File: src/rtl/cond_pkg.sv
// Shared encodings for ARM condition evaluation: condition codes, flag bit
// positions within the NZCV register, and the handshake FSM states.
package cond_pkg;

  localparam logic [3:0] COND_EQ = 4'b0000;
  localparam logic [3:0] COND_NE = 4'b0001;
  localparam logic [3:0] COND_CS = 4'b0010;
  localparam logic [3:0] COND_CC = 4'b0011;
  localparam logic [3:0] COND_MI = 4'b0100;
  localparam logic [3:0] COND_PL = 4'b0101;
  localparam logic [3:0] COND_VS = 4'b0110;
  localparam logic [3:0] COND_VC = 4'b0111;
  localparam logic [3:0] COND_HI = 4'b1000;
  localparam logic [3:0] COND_LS = 4'b1001;
  localparam logic [3:0] COND_GE = 4'b1010;
  localparam logic [3:0] COND_LT = 4'b1011;
  localparam logic [3:0] COND_GT = 4'b1100;
  localparam logic [3:0] COND_LE = 4'b1101;
  localparam logic [3:0] COND_AL = 4'b1110;
  localparam logic [3:0] COND_NV = 4'b1111;

  localparam int FLG_N = 3;
  localparam int FLG_Z = 2;
  localparam int FLG_C = 1;
  localparam int FLG_V = 0;

  typedef enum logic [1:0] {
    ST_IDLE = 2'd0,
    ST_EVAL = 2'd1,
    ST_RESP = 2'd2
  } state_t;

endpackage

File: src/rtl/cond_eval.sv
// Combinational ARM condition evaluator: {cond, nzcv} -> {pass, bad}.
// NV (4'b1111) never passes and is flagged as a bad condition.
module cond_eval
  import cond_pkg::*;
(
  input  logic [3:0] cond,
  input  logic [3:0] nzcv,
  output logic       pass,
  output logic       bad
);

  logic n, z, c, v;

  assign n = nzcv[FLG_N];
  assign z = nzcv[FLG_Z];
  assign c = nzcv[FLG_C];
  assign v = nzcv[FLG_V];

  always_comb begin
    pass = 1'b0;
    bad  = 1'b0;
    case (cond)
      COND_EQ: pass = z;
      COND_NE: pass = ~z;
      COND_CS: pass = c;
      COND_CC: pass = ~c;
      COND_MI: pass = n;
      COND_PL: pass = ~n;
      COND_VS: pass = v;
      COND_VC: pass = ~v;
      COND_HI: pass = c & ~z;
      COND_LS: pass = ~c | z;
      COND_GE: pass = (n == v);
      COND_LT: pass = (n != v);
      COND_GT: pass = ~z & (n == v);
      COND_LE: pass = z | (n != v);
      COND_AL: pass = 1'b1;
      default: bad  = 1'b1;
    endcase
  end

endmodule

File: src/rtl/cond_check_unit.sv
// Condition check unit: samples COND and an NZCV snapshot on request, returns
// pass/fail over a valid/ack handshake and keeps saturating statistics.
// Optional macro COND_FLAG_BYPASS_EN forwards FLAG_D into the snapshot when FLAG_WE=1.
module cond_check_unit
  import cond_pkg::*;
#(
  parameter int CNT_W = 16
) (
  input  logic             CLK,
  input  logic             reset,
  input  logic             REQ,
  input  logic [3:0]       COND,
  input  logic [3:0]       FLAGS,
  input  logic             FLAG_WE,
  input  logic [3:0]       FLAG_D,
  input  logic             ACK,
  output logic             BUSY,
  output logic             VALID,
  output logic             COND_PASS,
  output logic             BAD_COND,
  output logic [CNT_W-1:0] PASS_CNT,
  output logic [CNT_W-1:0] FAIL_CNT
);

  state_t     state;
  logic [3:0] cond_p0;
  logic [3:0] flags_p0;
  logic [3:0] snap;
  logic       sample;
  logic       pass_c;
  logic       bad_c;

  function automatic logic [CNT_W-1:0] sat_inc(input logic [CNT_W-1:0] val);
    return (&val) ? val : val + CNT_W'(1);
  endfunction

`ifdef COND_FLAG_BYPASS_EN
  assign snap = FLAG_WE ? FLAG_D : FLAGS;
`else
  logic unused_bypass;
  assign snap          = FLAGS;
  assign unused_bypass = ^{FLAG_WE, FLAG_D};
`endif

  // Requests are taken from IDLE, or from RESP when the result is acked the same edge
  assign sample = REQ && ((state == ST_IDLE) || ((state == ST_RESP) && ACK));

  // Stage p0: condition and flag snapshot, frozen until the next accepted request
  always_ff @(posedge CLK) begin
    if (sample) begin
      cond_p0  <= COND;
      flags_p0 <= snap;
    end
  end

  cond_eval u_eval (
    .cond (cond_p0),
    .nzcv (flags_p0),
    .pass (pass_c),
    .bad  (bad_c)
  );

  // Stage p1: registered result and handshake FSM
  always_ff @(posedge CLK) begin
    if (reset) begin
      state     <= ST_IDLE;
      BUSY      <= 1'b0;
      VALID     <= 1'b0;
      COND_PASS <= 1'b0;
      BAD_COND  <= 1'b0;
      PASS_CNT  <= '0;
      FAIL_CNT  <= '0;
    end else begin
      case (state)
        ST_IDLE: begin
          if (REQ) begin
            state <= ST_EVAL;
            BUSY  <= 1'b1;
          end
        end
        ST_EVAL: begin
          COND_PASS <= pass_c;
          BAD_COND  <= bad_c;
          VALID     <= 1'b1;
          state     <= ST_RESP;
        end
        ST_RESP: begin
          if (ACK) begin
            VALID <= 1'b0;
            if (COND_PASS) PASS_CNT <= sat_inc(PASS_CNT);
            else           FAIL_CNT <= sat_inc(FAIL_CNT);
            if (REQ) begin
              state <= ST_EVAL;
            end else begin
              state <= ST_IDLE;
              BUSY  <= 1'b0;
            end
          end
        end
        default: begin
          state <= ST_IDLE;
          BUSY  <= 1'b0;
          VALID <= 1'b0;
        end
      endcase
    end
  end

endmodule

File: config.mk
export PLATFORM = sky130hd
export DESIGN_NAME = cond_check_unit
export DESIGN_NICKNAME = d
export VERILOG_FILES = /design/src/rtl/cond_pkg.sv /design/src/rtl/cond_eval.sv /design/src/rtl/cond_check_unit.sv
export SDC_FILE = /design/constraint.sdc
export NUM_CORES = 1
export LEC_CHECK = 0
export CELL_PAD_IN_SITES_DETAIL_PLACEMENT = 1
export CELL_PAD_IN_SITES_GLOBAL_PLACEMENT = 2
export CORE_UTILIZATION = 30
export CTS_CLUSTER_DIAMETER = 60
export DETAILED_ROUTE_END_ITERATION = 7
export PLACE_DENSITY_LB_ADDON = 0.1
export SYNTH_ARGS = -nofsm -noshare
export SYNTH_HDL_FRONTEND = slang
export SYNTH_SLANG_ARGS = --single-unit
File: constraint.sdc
create_clock -name CLK -period 2.4 [get_ports CLK]
set_input_delay 0.72 -clock CLK [delete_from_list [all_inputs] [get_ports CLK]]
set_output_delay 0.72 -clock CLK [all_outputs]
set_load 0.005 [all_outputs]
==> summary.txt, run 1 <==
Route
  • DR iter-0 viols: 51
  • Routed met2 length: 2390 um
  • Final wirelength: 5640 um
  • Drt first pass iters: 4
  • DR WL met3: 176 um
  • DRC Markers: 0
  • Met1 wire length: 3010 um
  • Total number of vias: 2012
  • Routed Antenna Nets: 0
  • Vias per cell: 4.96
  • WL per Instance: 13.9 um
  • Highest metal used: met4

Worst setup path
  • Crit-path cells: clkdlybuf4s50_1 -> nand4b_4 -> a2111oi_0 -> buf_4 -> xnor2_1 -> nor2_1
  • CP Class: input port to flip-flop
  • CP Launch Type: input port
  • Endpoint type of the worst setup path: flip-flop
  • Arrival @ worst endpoint: 2.36 ns
  • CP max stage cell: clkdlybuf4s50_1
  • Cell family with most CP delay: buffers and inverters
  • Buf/Inv on CP: 2
  • CP max stage delay: 0.59 ns
  • WP data required: 2.59 ns
  • Critical path fanouts, max: 6

CTS
  • TritonCTS Sinks: 46
  • Post_cts resized: 0
  • Clk pin slew, worst setup/hold paths: 0.09 ns
  • H-tree depth: 2
  • Hold_buf cts: 0
  • Skew-Pair Late Insertion Delay: 0.30 ns
  • Max Root-Sink Buffers: 2
  • CTS tree: yes
  • Setup bufs post-CTS: 0
  • CTS Buf Count: 5
  • Root buffer cell: clkbuf_8

Hold path
  • Hold/Removal Path Class: flip-flop to flip-flop

Cells and area
  • Fin nets: 325
  • Most frequent cells in the layout: clkdlybuf4s50_1 (47), dfxtp_1 (38), nor2_1 (37)
  • FILL cells: 859
  • Finished Layout Cells: 406
  • Most common cell after layout, fill and taps aside: clkdlybuf4s50_1
  • Share of cells above drive strength 1: 11.7%
  • P&R area growth vs syn: 32.6%
  • ANT cells: 0

Pwr
  • LEAKAGE: 1.08 nW
  • Switching Fraction: 22.6%
  • Seq pwr share: 55.0%
  • Clock Power Share: 38.6%
  • Net Switching: 339 uW
  • PwrDens: 487 mW/mm2
  • Combinational share of power: 6.5%
  • Maximum vdd drop: 0.000192 V
  • Internal: 1.16 mW

Synthesis
  • Mapped Area: 0.00233 mm2
  • Syn avg cell area: 9.43 um2
  • Post-synth EDFFs: 8
  • Synth top area share: 32.7%
  • Top cell type by total area after synthesis: dfxtp_1
  • Top cells by area, synth: dfxtp_1 (33%), edfxtp_1 (10%), xnor2_1 (7.1%)
  • Syn Inst Count: 247
  • Syn nets: 266
  • Syn. warnings: 0
  • Ys flop type: dfxtp_1
  • Seq/Total Area, Yosys: 43.0%
  • Synth cell types: 51
  • Fraction of registers with async set/reset: 0%
  • Synth Register Bits: 46

STA
  • Final WS setup: 0.226 ns
  • Layout Skew: 0.00705 ns
  • TNS Setup: 0 ns
  • Fin crit share: 90.6%
  • Fin crit period: 2.17 ns
  • Slew headroom: 65.8%
  • Finish-stage setup viols: 0
  • RSZ-0062 raised after global routing: false
  • Fmax: 460 MHz
  • Fin Hold WS: 0.509 ns
  • Count of pins over their slew limit: 0
  • Least-Margin Pin Slew: 0.501 ns
  • Final Hold Fails: 0

Run status
  • Status: finished, final reports clean

Run
  • Max-cap viol count: 0

Die
  • # rows: 31
  • Chip width: 90.1 um
  • Core box area: 0.00737 mm2
  • Die height: 90.1 um
  • I/O pin cnt: 53
  • Initial Utilization: 31.6%
  • Die area: 0.00812 mm2

Placed design
  • Routability cong.: 0.716
  • Port Buffers: 47
  • DPL Wire Length: 4160 um
  • Setup WS pre-CTS: -0.0959 ns
  • Placed Cells: 398

Global route
  • Number of global-route vias before repair: 1905
  • Largest net degree at the start of global routing: 22
  • First-pass GRT wire length: 9690 um
  • Total Routing Usage GR: 14.6%
  • Grt ovf: 0
  • Initial antenna violation count: 0
==> cell families (layout without fill, tap and decap cells) <==
family	Yosys count	in the layout	synth area share, %
buffers and inverters	18	78	3.71
flip-flops	46	46	43.0
AND/OR/NAND/NOR	112	112	28.8
XOR/XNOR	27	27	10.2
multiplexers	3	3	1.29
AO/OA/AOI/OAI	39	39	12.0
adder cells (fa/ha/maj)	2	2	1.07
==> stage by stage <==
step	instance area, um2	utilization (%)	power [mW]
floorplan	2330	-	0.890
global placement	2980	40.4	0.940
detailed placement	2980	40.4	0.943
CTS	3090	41.9	1.53
global route	3090	41.9	1.58
finish	3090	41.9	1.50
==> synth_stat cells, types with 3 or more instances <==
library cell,number
nor2b_1,4
o21ai_0,5
nand3_1,12
nand2_1,10
edfxtp_1,8
a21oi_1,11
nor2_1,37
nand2b_1,3
nor3_1,10
mux2i_1,3
and4_1,4
and3_1,4
xnor2_1,19
inv_1,8
a211oi_1,5
a211oi_2,3
dfxtp_1,38
nand4_1,8
clkbuf_1,7
xor2_1,8
==> tightest hold or removal path: cells and delay by family, from the launching register on <==
kind	cells	cell delay (ns)
simple gates	1	0.08
flops	1	0.33
compound gates	1	0.07
==> layout make-up <==
type,count,area [um2],area share (%)
Multi-Input combinational cell,183,1240,40.2
Sequential cell,46,1000,32.4
Timing Repair Buffer,62,583,18.9
Tap cell,99,124,4.01
Clock buffer,5,68.8,2.23
Clock inverter,3,40.0,1.30
Inverter,8,30.0,0.972
==> final timing paths <==
check / start / to / slack [ns] / cells after the start
max: ACK / PASS_CNT[8]$_SDFFE_PP0P_ / 0.23 / 6
min reg2reg: BAD_COND$_SDFFE_PP0P_ / BAD_COND$_SDFFE_PP0P_ / 0.51 / 2
min: BAD_COND$_SDFFE_PP0P_ / BAD_COND$_SDFFE_PP0P_ / 0.51 / 2
max reg2reg: PASS_CNT[0]$_SDFFE_PP0P_ / PASS_CNT[8]$_SDFFE_PP0P_ / 0.48 / 7
==> registers in the layout (all words and copies together) (netlist names) <==
register and count:
BAD_COND 1, BUSY 1, COND_PASS 1, FAIL_CNT 16, PASS_CNT 16, VALID 1
cond_p0 4, flags_p0 4, state 2
==> power by group through the flow <==
stage                     clock [mW]  combinational, mW  sequential (mW)
after detailed placement           0             0.0984            0.844
after global placement             0             0.0969            0.844
after global routing           0.640              0.107            0.830
after floorplan                    0             0.0579            0.832
after CTS                      0.609             0.0988            0.826
final                          0.579             0.0974            0.826
==> layer usage <==
metal  GRT usage (%)  up-vias
met5               0        -
met4            4.03        0
met3            2.88        6
met2            21.8       30
met1            21.2      974
li1                -     1002
Note: power is estimated with default switching activity, not from simulation.
==> inputs of run 2 (changes only) <==
--- a/config.mk
+++ b/config.mk
@@ -7,10 +7,13 @@
 export LEC_CHECK = 0
 export CELL_PAD_IN_SITES_DETAIL_PLACEMENT = 1
 export CELL_PAD_IN_SITES_GLOBAL_PLACEMENT = 2
+export CORE_ASPECT_RATIO = 0.8
+export CORE_MARGIN = 5
 export CORE_UTILIZATION = 30
 export CTS_CLUSTER_DIAMETER = 60
 export DETAILED_ROUTE_END_ITERATION = 7
 export PLACE_DENSITY_LB_ADDON = 0.1
+export SKIP_LAST_GASP = 1
 export SYNTH_ARGS = -nofsm -noshare
 export SYNTH_HDL_FRONTEND = slang
 export SYNTH_SLANG_ARGS = --single-unit
==> summary.txt, run 2 (same netlist as run 1, synthesis figures left out) <==
Run status
  • Status: finished, final reports clean

Die
  • Initial Utilization: 31.1%
  • # rows: 28
  • Chip width: 109 um
  • Die height: 88.8 um
  • Core box area: 0.00750 mm2
  • I/O pin cnt: 53
  • Die area: 0.00963 mm2

Worst setup path
  • CP Launch Type: input port
  • WP data required: 2.58 ns
  • Arrival @ worst endpoint: 2.39 ns
  • Critical path fanouts, max: 5
  • Crit-path cells: clkdlybuf4s50_1 -> nand4bb_1 -> buf_4 -> nor3_1 -> and3_1 -> and3_1 -> nor3_1
  • Endpoint type of the worst setup path: flip-flop
  • CP Class: input port to flip-flop
  • Cell family with most CP delay: simple AND/OR/NAND/NOR gates
  • Buf/Inv on CP: 2
  • Reg2reg path depth: 6
  • FF-to-FF setup slack: 0.50 ns
  • Reg-to-Reg Start: FAIL_CNT[1]$_SDFFE_PP0P_
  • CP max stage delay: 0.59 ns
  • R2r endpoint: FAIL_CNT[2]$_SDFFE_PP0P_
  • CP max stage cell: clkdlybuf4s50_1

Route
  • Vias per cell: 4.84
  • Routed Antenna Nets: 0
  • Total number of vias: 1984
  • DR iter-0 viols: 51
  • Final wirelength: 5910 um
  • Drt first pass iters: 4
  • WL per Instance: 14.4 um
  • DRC Markers: 0

Cells and area
  • Final Core Density: 40.8%
  • P&R area growth vs syn: 31.2%
  • Most common cell after layout, fill and taps aside: clkdlybuf4s50_1
  • ANT cells: 0
  • FILL cells: 885
  • Multi-input gate area: 0.00124 mm2
  • Storage cell area: 0.00100 mm2
  • Largest registers: FAIL_CNT: 16 flops, PASS_CNT: 16 flops
  • Most frequent cells in the layout: clkdlybuf4s50_1 (47), dfxtp_1 (38), nor2_1 (37)
  • Share of cells above drive strength 1: 10.5%
  • Fin nets: 323

STA
  • Count of pins over their slew limit: 0
  • Fin crit share: 91.7%
  • RSZ-0062 raised after global routing: false
  • Finish-stage setup viols: 0
  • Layout Skew: 0.0123 ns
  • Slew headroom: 68.0%
  • TNS Setup: 0 ns
  • Fmax: 454 MHz
  • Least-Margin Pin Slew: 0.468 ns
  • Fin crit period: 2.20 ns
  • Final Hold Fails: 0

Global route
  • First-pass GRT wire length: 9960 um
  • Grt ovf: 0
  • Largest net degree at the start of global routing: 22
  • Number of global-route vias before repair: 1940
  • Initial antenna violation count: 0
  • Total Routing Usage GR: 13.2%

CTS
  • Clk pin slew, worst setup/hold paths: 0.09 ns
  • TritonCTS Sinks: 46
  • CTS Buf Count: 5
  • Setup bufs post-CTS: 0
  • Skew-Pair Late Insertion Delay: 0.30 ns
  • CTS tree: yes
  • Hold_buf cts: 0
  • Max Root-Sink Buffers: 2
  • Post_cts resized: 0
  • Root buffer cell: clkbuf_8
  • H-tree depth: 2

Placed design
  • Routability cong.: 0.754
  • DPL Wire Length: 4430 um
  • Port Buffers: 47

Hold path
  • Hold/Removal Path Class: flip-flop to flip-flop
  • Hold Path End: BAD_COND$_SDFFE_PP0P_
  • Min-delay src: BAD_COND$_SDFFE_PP0P_
  • Cells on Worst Hold Path: 2

Pwr
  • Maximum vdd drop: 0.000194 V
  • LEAKAGE: 1.05 nW
  • PwrDens: 458 mW/mm2

Run
  • Max-cap viol count: 0
run 2: report_power, final:
part           leakage (nW)  total [mW]  switching, mW  internal, mW
registers             0.384       0.826         0.0246         0.802
clock network        0.0385       0.474          0.267         0.207
logic                 0.626      0.0976         0.0431        0.0546
run 2: cell type report:
cell class	count	area share (%)
Clock buffer	7	2.50
Clock inverter	1	0.246
Inverter	8	0.983
Multi-Input combinational cell	183	40.6
Sequential cell	46	32.8
Tap cell	105	4.30
Timing Repair Buffer	60	18.6
run 2: worst register-to-register path: stages (launching register included):
cell and delay, ns:
dfxtp_1 0.43, ha_1 0.29, and4_1 0.23, and4bb_1 0.35, nor2_1 0.14, buf_4 0.16
a31o_2 0.21
run 2: through the flow:
stage               total power [mW]  setup WS [ns]  cell area, um2  std cells  hold WS [ns]
floorplan                      0.890          0.442            2330        247         0.483
global placement               0.941        -0.0792            2970        402         0.470
detailed placement             0.944        -0.0868            2970        402         0.473
CTS                             1.42          0.222            3060        410         0.497
global route                    1.48          0.107            3060        410         0.529
finish                          1.40          0.198            3060        410         0.489
run 2: worst max-delay path by stage:
stage,startpoint,to,slack [ns],cells after the start
global placement,ACK,FAIL_CNT[10]$_SDFFE_PP0P_,-0.08,7
finish,ACK,FAIL_CNT[10]$_SDFFE_PP0P_,0.20,7
floorplan,REQ,cond_p0[0]$_DFFE_PP_,0.44,2
global route,ACK,FAIL_CNT[13]$_SDFFE_PP0P_,0.11,7
CTS,ACK,FAIL_CNT[10]$_SDFFE_PP0P_,0.22,7
detailed placement,ACK,FAIL_CNT[10]$_SDFFE_PP0P_,-0.09,7
run 2: per-layer routing:
| layer | global-route usage, % | routed length (um) | share of wire (%) | vias up |
|---|---|---|---|---|
| li1 | - | - | - | 1003 |
| met1 | 19.4 | 3090 | 52 | 939 |
| met2 | 19.1 | 2510 | 43 | 36 |
| met3 | 2.99 | 244 | 4.1 | 6 |
| met4 | 3.78 | 57 | 0.97 | 0 |
| met5 | 0 | 0 | 0 | - |
==> inputs of run 3 (changes only) <==
--- a/config.mk
+++ b/config.mk
@@ -13,6 +13,7 @@
 export CTS_CLUSTER_DIAMETER = 60
 export DETAILED_ROUTE_END_ITERATION = 7
 export PLACE_DENSITY_LB_ADDON = 0.1
+export REMOVE_ABC_BUFFERS = 1
 export SKIP_LAST_GASP = 1
 export SYNTH_ARGS = -nofsm -noshare
 export SYNTH_HDL_FRONTEND = slang
==> summary.txt, run 3 (same netlist as run 1, synthesis figures left out) <==
Die
  • Initial Utilization: 31.1%
  • Core box area: 0.00750 mm2
  • Die height: 88.8 um
  • # rows: 28
  • Chip width: 109 um
  • Die area: 0.00963 mm2
  • I/O pin cnt: 53

Worst setup path
  • CP Class: input port to flip-flop
  • CP max stage cell: clkdlybuf4s50_1
  • CP max stage delay: 0.57 ns
  • Crit-path cells: clkdlybuf4s50_1 -> nand4bb_1 -> buf_4 -> nor3_1 -> and3_1 -> and3_1 -> nor3_1
  • Arrival @ worst endpoint: 2.34 ns
  • Reg-to-Reg Start: FAIL_CNT[0]$_SDFFE_PP0P_
  • CP Launch Type: input port
  • Endpoint type of the worst setup path: flip-flop
  • Critical path fanouts, max: 5
  • Critical Path Start: ACK
  • WP data required: 2.61 ns

Hold path
  • Min-delay src: BAD_COND$_SDFFE_PP0P_
  • Hold/Removal Path Class: flip-flop to flip-flop

Pwr
  • Maximum vdd drop: 0.000226 V
  • Power Total: 1.46 mW
  • LEAKAGE: 1.09 nW
  • PwrDens: 470 mW/mm2

Route
  • Met1 wire length: 3070 um
  • WL per Instance: 14.3 um
  • Final wirelength: 5940 um
  • DRC Markers: 0
  • DR iter-0 viols: 72
  • Highest metal used: met4
  • Routed Antenna Nets: 0
  • Total number of vias: 1997
  • DR WL met3: 216 um
  • Vias per cell: 4.81
  • Drt first pass iters: 4
  • Routed met2 length: 2580 um

CTS
  • Skew-Pair Late Insertion Delay: 0.31 ns
  • CTS Buf Count: 5
  • TritonCTS Sinks: 46
  • Clk pin slew, worst setup/hold paths: 0.10 ns
  • H-tree depth: 2
  • CTS tree: yes
  • Root buffer cell: clkbuf_8
  • Hold_buf cts: 0
  • Post_cts resized: 0
  • Max Root-Sink Buffers: 2
  • Setup bufs post-CTS: 0

Global route
  • Number of global-route vias before repair: 2017
  • Grt ovf: 0
  • Initial antenna violation count: 0
  • First-pass GRT wire length: 9910 um
  • Largest net degree at the start of global routing: 22
  • Total Routing Usage GR: 13.0%

Cells and area
  • Most common cell after layout, fill and taps aside: clkdlybuf4s50_1
  • ANT cells: 0
  • P&R area growth vs syn: 33.4%
  • Largest registers: FAIL_CNT: 16 flops, PASS_CNT: 16 flops
  • Most frequent cells in the layout: clkdlybuf4s50_1 (47), dfxtp_1 (38), nor2_1 (37)
  • Final Core Density: 41.4%
  • Fin nets: 328
  • Share of cells above drive strength 1: 12.6%
  • Fin area: 0.00311 mm2

Placed design
  • DPL Wire Length: 4370 um
  • Routability cong.: 0.758
  • Port Buffers: 47
  • Placed inst area: 0.00301 mm2

STA
  • Slew headroom: 71.1%
  • TNS Setup: 0 ns
  • Count of pins over their slew limit: 0
  • Least-Margin Pin Slew: 0.423 ns
  • Fin crit share: 88.9%
  • Fin crit period: 2.13 ns
  • Finish-stage setup viols: 0
  • Layout Skew: 0.00534 ns
  • Final Hold Fails: 0
  • RSZ-0062 raised after global routing: false
  • Fmax: 469 MHz

Run status
  • Status: finished, final reports clean

Run
  • Max-cap viol count: 0
==> run 3: routing by layer <==
layer,GRT usage (%),vias to the layer above
li1,-,1011
met1,18.0,952
met2,19.9,27
met3,3.06,7
met4,4.47,0
met5,0,-
==> run 3: per-stage QoR <==
step / hold slack, ns / setup WS, ns / cells
after floorplan: 0.483 / 0.442 / 237
after CTS: 0.510 / 0.270 / 415
after global routing: 0.561 / 0.133 / 415
after detailed placement: 0.484 / -0.0483 / 407
final: 0.502 / 0.267 / 415
after global placement: 0.472 / -0.0596 / 407
==> run 3: path summary, 6_finish.rpt <==
kind	end	slack, ns	cells after the start
worst max register to register	FAIL_CNT[7]$_SDFFE_PP0P_	0.57	6
worst max-delay path	FAIL_CNT[10]$_SDFFE_PP0P_	0.27	7
worst min-delay path	BAD_COND$_SDFFE_PP0P_	0.50	2
worst min register to register	BAD_COND$_SDFFE_PP0P_	0.50	2
==> run 3: power breakdown <==
| group | internal, mW | total, mW | switching [mW] | leakage (nW) |
|---|---|---|---|---|
| clock | 0.218 | 0.533 | 0.315 | 0.0506 |
| sequential | 0.802 | 0.826 | 0.0240 | 0.384 |
| combinational | 0.0568 | 0.0999 | 0.0431 | 0.651 |
==> run 3: cell type report <==
class	instances	area, um2
fillers	904	4390
multi-input cells	183	1240
flip-flops and latches	46	1000
repair buffers	65	606
well taps	105	131
clock buffers	5	68.8
inverters	8	30.0
clock inverters	3	28.8
==> run 3: critical path: cells and delay by family <==
| kind | cells | cell delay (ns) |
|---|---|---|
| buf+inv | 2 | 0.75 |
| simple gates | 5 | 0.85 |
